[src/rtl/csel_pkg.sv]
// Shared constants and helpers for the carry-select adder/subtractor pipelines.
package csel_pkg;

    localparam int CSEL_WIDTH = 16;
    localparam int CSEL_SLICE = 4;

    // Pipeline depth: one stage per slice. Width must divide evenly by slice.
    function automatic int csel_stages(input int width, input int slice);
        return width / slice;
    endfunction

endpackage

[src/rtl/csel_slice.sv]
// One carry-select slice: dual ripple add (carry-in 0 and 1) and a late 2:1 select.
module csel_slice
    import csel_pkg::*;
#(
    parameter int SLICE = CSEL_SLICE
) (
    input  logic [SLICE-1:0] a,
    input  logic [SLICE-1:0] b,
    input  logic             cin,
    output logic [SLICE-1:0] sum,
    output logic             cout
);

    logic [SLICE:0] res0;
    logic [SLICE:0] res1;

    // Precompute both carry-in outcomes, then pick one with the late-arriving carry.
    always_comb begin
        res0        = {1'b0, a} + {1'b0, b};
        res1        = {1'b0, a} + {1'b0, b} + {{SLICE{1'b0}}, 1'b1};
        {cout, sum} = cin ? res1 : res0;
    end

endmodule

[src/rtl/csel_sub_pipe.sv]
// Pipelined carry-select subtractor: diff = a - b - borrowIn, one slice per stage,
// valid/ready on both sides with a global advance enable.
module csel_sub_pipe
    import csel_pkg::*;
#(
    parameter int WIDTH = CSEL_WIDTH,
    parameter int SLICE = CSEL_SLICE
) (
    input  logic             clk,
    input  logic             reset,
    input  logic [WIDTH-1:0] a,
    input  logic [WIDTH-1:0] b,
    input  logic             borrowIn,
    input  logic             inValid,
    output logic             inReady,
    output logic [WIDTH-1:0] diff,
    output logic             borrowOut,
    output logic             overflow,
    output logic             outValid,
    input  logic             outReady
);

    localparam int STAGES = csel_stages(WIDTH, SLICE);
    localparam int MSB    = WIDTH - 1;

    // Rank k holds the operands, partial difference and carry consumed by stage k.
    logic [WIDTH-1:0]  a_q        [STAGES];
    logic [WIDTH-1:0]  a_d        [STAGES];
    logic [WIDTH-1:0]  b_q        [STAGES];
    logic [WIDTH-1:0]  b_d        [STAGES];
    logic [WIDTH-1:0]  part_q     [STAGES];
    logic [WIDTH-1:0]  part_d     [STAGES];
    logic [STAGES-1:0] cin_q;
    logic [STAGES-1:0] cin_d;
    logic [STAGES-1:0] valid_q;
    logic [STAGES-1:0] valid_d;

    // Output rank, cleared by reset so the consumer never sees stale data.
    logic [WIDTH-1:0]  diff_q;
    logic [WIDTH-1:0]  diff_d;
    logic              borrow_q;
    logic              borrow_d;
    logic              ovf_q;
    logic              ovf_d;
    logic              out_valid_q;
    logic              out_valid_d;

    logic              adv;
    logic [SLICE-1:0]  slice_sum  [STAGES];
    logic [STAGES-1:0] slice_cout;
    logic [WIDTH-1:0]  stage_part [STAGES];

    // Subtraction as a + ~b + ~borrowIn: each stage adds its slice of a and ~b.
    for (genvar k = 0; k < STAGES; k++) begin : g_stage
        csel_slice #(.SLICE(SLICE)) u_slice (
            .a    (a_q[k][k*SLICE +: SLICE]),
            .b    (~b_q[k][k*SLICE +: SLICE]),
            .cin  (cin_q[k]),
            .sum  (slice_sum[k]),
            .cout (slice_cout[k])
        );
    end

    // Next-state for every rank: shift all stages together when adv, else hold.
    always_comb begin
        // NOTE: every _d starts as a copy of its _q, so no path through this block can infer a latch.
        a_d         = a_q;
        b_d         = b_q;
        part_d      = part_q;
        cin_d       = cin_q;
        valid_d     = valid_q;
        diff_d      = diff_q;
        borrow_d    = borrow_q;
        ovf_d       = ovf_q;
        out_valid_d = out_valid_q;

        adv = !out_valid_q || outReady;

        for (int k = 0; k < STAGES; k++) begin
            stage_part[k]                    = part_q[k];
            stage_part[k][k*SLICE +: SLICE]  = slice_sum[k];
        end

        if (adv) begin
            a_d[0]     = a;
            b_d[0]     = b;
            part_d[0]  = '0;
            cin_d[0]   = ~borrowIn;
            valid_d[0] = inValid;
            for (int k = 1; k < STAGES; k++) begin
                a_d[k]     = a_q[k-1];
                b_d[k]     = b_q[k-1];
                part_d[k]  = stage_part[k-1];
                cin_d[k]   = slice_cout[k-1];
                valid_d[k] = valid_q[k-1];
            end
            out_valid_d = valid_q[STAGES-1];
            // Result data only moves on a real result; bubbles leave the last one in place.
            if (valid_q[STAGES-1]) begin
                diff_d   = stage_part[STAGES-1];
                borrow_d = ~slice_cout[STAGES-1];
                ovf_d    = (a_q[STAGES-1][MSB] != b_q[STAGES-1][MSB]) &&
                           (stage_part[STAGES-1][MSB] != a_q[STAGES-1][MSB]);
            end
        end
    end

    // Valid chain and visible outputs: synchronous reset discards everything in flight.
    always_ff @(posedge clk) begin
        // NOTE: sequential state uses <= so every flop samples values from before the edge.
        if (reset) begin
            valid_q     <= '0;
            out_valid_q <= 1'b0;
            diff_q      <= '0;
            borrow_q    <= 1'b0;
            ovf_q       <= 1'b0;
        end else begin
            valid_q     <= valid_d;
            out_valid_q <= out_valid_d;
            diff_q      <= diff_d;
            borrow_q    <= borrow_d;
            ovf_q       <= ovf_d;
        end
    end

    // Datapath ranks.
    always_ff @(posedge clk) begin
        // NOTE: datapath ranks carry no reset; the valid bits qualify them, so stale contents are harmless.
        a_q    <= a_d;
        b_q    <= b_d;
        part_q <= part_d;
        cin_q  <= cin_d;
    end

    // Reset forces ready so an upstream source never stalls against a clearing pipe.
    assign inReady   = adv || reset;
    assign diff      = diff_q;
    assign borrowOut = borrow_q;
    assign overflow  = ovf_q;
    assign outValid  = out_valid_q;

endmodule

[config.mk]
export PLATFORM = sky130hd
export DESIGN_NAME = csel_sub_pipe
export DESIGN_NICKNAME = d
export VERILOG_FILES = /design/src/rtl/csel_pkg.sv /design/src/rtl/csel_slice.sv /design/src/rtl/csel_sub_pipe.sv
export SDC_FILE = /design/constraint.sdc
export NUM_CORES = 1
export LEC_CHECK = 0
export ABC_CLOCK_PERIOD_IN_PS = 5800
export CORE_ASPECT_RATIO = 1.25
export CORE_UTILIZATION = 35
export DETAILED_ROUTE_END_ITERATION = 10
export DONT_BUFFER_PORTS = 1
export GPL_ROUTABILITY_DRIVEN = 0
export PLACE_DENSITY = 0.56
export SLEW_MARGIN = 40
export SYNTH_ARGS = -nofsm -noshare
export SYNTH_HDL_FRONTEND = slang
export SYNTH_SLANG_ARGS = --single-unit
[constraint.sdc]
create_clock -name clk -period 5.8 [get_ports clk]
set_input_delay 0.87 -clock clk [delete_from_list [all_inputs] [get_ports clk]]
set_output_delay 0.87 -clock clk [all_outputs]
set_load 0.01 [all_outputs]
==> results.md <==
* Status: finished clean
* Sequential element share of the synthesized area at 0.736
* Design Area, Final at 5770 sq um
* Hold WC Path Type: flip-flop to flip-flop
* Number of synthesized register bits at 131
* Setup_tns at 0 ns
* Die X at 109 um
* Gr usage total at 0.0966
* Clk_lat worst skew at 0.41 ns
* Place WS at 3.26 ns
* CTS tree: done
* Vias in the first global route at 2,402
* Syn Std Cell Area at 5030 sq um
* Clock power share at 0.419
* Postcts setup bufs at 0
* First-pass GRT wire length at 10,500 um
* Cells on Worst Hold Path at 0
* Synth-to-layout area growth at 14.6%
* Delay-heaviest family, CP: adder cells
* Post-layout net count at between 400 and 500
* Hold_sp: b_q[45]
* Switching part of the total power at 0.206
* Initial Utilization at 0.361
* Most frequent cells after synthesis: 108 x edfxtp_1, 44 x nand2_1, 32 x inv_1, 26 x a21oi_1, 23 x dfxtp_1
* Worst r2r src: b_q[36]
* Antenna Nets Post-Route at 0
* RSZ-0062 raised after global routing: no
* Drt total wl at 6400 um
* IO buf count at 0
* DR iter-0 viols at roughly 100
* Clock slew at reported path FFs at 0.05 ns
* Worst Reg-to-Reg Cells at 11
* Ys Warns at 0
* Max Freq at 0.424 GHz
* Req. time, crit path at roughly 6.0 ns
* Syn_area_per_cell at approximately 15 sq um
* Syn nets at 402
* Clk root buf: clkbuf_16
* Core Rows at 48
* Synth top area share at 0.644
* Critical path type: flip-flop to flip-flop
* Tcrit/Tclk final at 0.407
* Setup slack, reg-to-reg at around 3.4 ns
* # hold bufs at CTS at 0
* Top-count cell post-synth: edfxtp_1
* Tmin final at 2.36 ns
* Peak VDD IR at approximately 0.21 mV
* Logic gate share of total power at 0.060
* CP startpoint kind: flip-flop
* Top_reg_cell synth: edfxtp_1
* Cts repair resizes at 0
* Non-Filler Instances at 543
* Critical path arrival at 2.51 ns
* Final worst slack at 3.44 ns
* Crit-path max cell delay at 0.51 ns
* # setup viols final at 0
* Routed wire per std cell at 11.8 um
* DIE AREA at 14,900 sq um
* Power per cell area at a little under 400 nW/um^2
* Via Count at around 2.4k
* Placed instance area at 5240 sq um
* CP bufs+invs at 3
* Seq pwr share at 0.520
* Crit path max fanout at 3
* Clk sink count at 131
* Post-placement cell count at roughly 510
* Endpoint class of the critical path: flip-flop
* DR DRC count at 0
* Worst Hold End: b_q[29]
* Hold Vio Cnt, Final at 0
* Rel. slew slack at 0.490
* HPWL Detailed at approximately 4300 um
* Die height at 136 um
* Filler Cell Count at 1,302
* # diodes at 0
* Maximum clock insertion buffer count at 2
* Cell repeated most along the worst path: inv_1
* Async S/R FF share, synth at 0
* Area contributors post-synth: edfxtp_1 64%, dfxtp_1 9.1%, ha_1 5.0%, nand2_1 3.3%, a21oi_1 2.6%
* Num CTS Buffers at 17
* Worst reg2reg path endpoint: cin_q[2]
* Final Max Tran Viols at 0
* Layout cells sized above 1 at 0.0897
* Worst slew pin tran at approximately 0.77 ns
* Pin count of the biggest net entering global routing at 73
* Mapped Cells at 341
* Post-synth top area cell: edfxtp_1
* Internal cell power at between 0.0015 and 0.002 W
* Clk_skew at 0.00627 ns
* Slowest-stage cell, CP: fa_1
* Initial antenna violation count at 0
* Count of max-cap constraint violations at 0
* H-tree depth at 4
* CORE AREA at 13,900 sq um
* Grt total ovfl at 0
* Hold slack at 0.410 ns
* Critical path cell sequence: inv_1 > ha_1 > inv_1 > fa_1 > inv_1 > ha_1 > nand2_1 > nor3b_1 > a221o_1 > a22oi_1 > o21ai_1
* Yosys cell types at 35
* EDFF count, synth at between 100 and 150
* P_leak at 2.21 nW
* Routed vias/inst at 4.46
* Ports at 57
* Pre-Repair DR Iteration Count at 4
* Sw Pwr at 0.000458 W
## metal layers
metal / global-route usage / part of all wire / vias up
met5: 0 / 0 / -
met4: 0.0489 / 0.021 / 0
met3: 0.0527 / 0.066 / 10
met2: 0.149 / 0.45 / 65
met1: 0.107 / 0.46 / 1108
li1: - / - / 1239
## per-stage QoR
step | total power, W | utilization
detailed placement | 0.00131 | 0.376
floorplan | 0.00127 | -
global route | 0.00231 | 0.414
finish | 0.00222 | 0.414
global placement | 0.00130 | 0.376
CTS | 0.00225 | 0.414
## kinds of logic (layout without fill, tap and decap cells)
kind of cell               Yosys count  after routing  share of synthesized area
adders and majority gates           24             24                     0.0656
AOI/OAI and AO/OA                   48             48                     0.0572
buffers and inverters               38             65                     0.0291
DFF                                131            131                      0.736
muxes                                3              3                    0.00597
xor gates and xnor gates            22             22                     0.0410
and+or+nand+nor                     75             75                     0.0651
## layout by cell type (no fill, tap or decap), drive strengths merged, types with 5 or more instances in the layout
cell type    n
a21oi       26
clkbuf      19
clkinv       8
dfxtp       23
edfxtp     108
ha          20
inv         33
nand2       44
nand3        5
nor2        13
nor3         5
o21ai        8
xnor2       12
xor2         9
## how the worst max path moves through the flow
stage          startpoint  endpoint  slack [ns]  cells past startpoint
5_1_grt           b_q[36]  cin_q[2]        3.26                     11
3_3_place_gp     outReady   a_q[54]        3.32                      3
6_report          b_q[36]  cin_q[2]        3.44                     11
4_1_cts           b_q[36]  cin_q[2]        3.43                     11
2_1_floorplan    outReady  diff[12]        2.85                      6
3_5_place_dp     outReady   b_q[53]        3.26                      3
## worst reg2reg max path: stages, from the launching register on
cell	delay [ns]
edfxtp_1	0.35
inv_1	0.06
ha_1	0.16
inv_1	0.05
fa_1	0.51
inv_1	0.05
ha_1	0.20
nand2_1	0.10
nor3b_1	0.07
a221o_1	0.32
a22oi_1	0.15
o21ai_1	0.09
## power by group through the flow
| stage | clock, W | combinational [W] | sequential, W |
|---|---|---|---|
| finish | 0.000930 | 0.000134 | 0.00115 |
| global placement | 0 | 0.000131 | 0.00117 |
| CTS | 0.000955 | 0.000136 | 0.00115 |
| global route | 0.000994 | 0.000156 | 0.00116 |
| floorplan | 0 | 0.000115 | 0.00116 |
| detailed placement | 0 | 0.000135 | 0.00117 |
## sequential cells by signal, summed over array words and instances, names as in the netlist
| name | flops |
|---|---|
| a_q | 40 |
| b_q | 40 |
| part_q | 24 |
| diff | 16 |
| cin_q | 4 |
| valid_q | 4 |
| borrowOut | 1 |
| outValid | 1 |
| overflow | 1 |
## final cells by class
type	instances	area (sq um)	area share
Inverter	33	126	0.0219
Tap cell	175	219	0.0380
Sequential cell	131	3700	0.642
Multi-Input combinational cell	172	1180	0.205
Timing Repair Buffer	1	11.3	0.00195
Clock buffer	19	433	0.0751
Clock inverter	12	92.6	0.0161
Power figures use the tool's default switching activity.
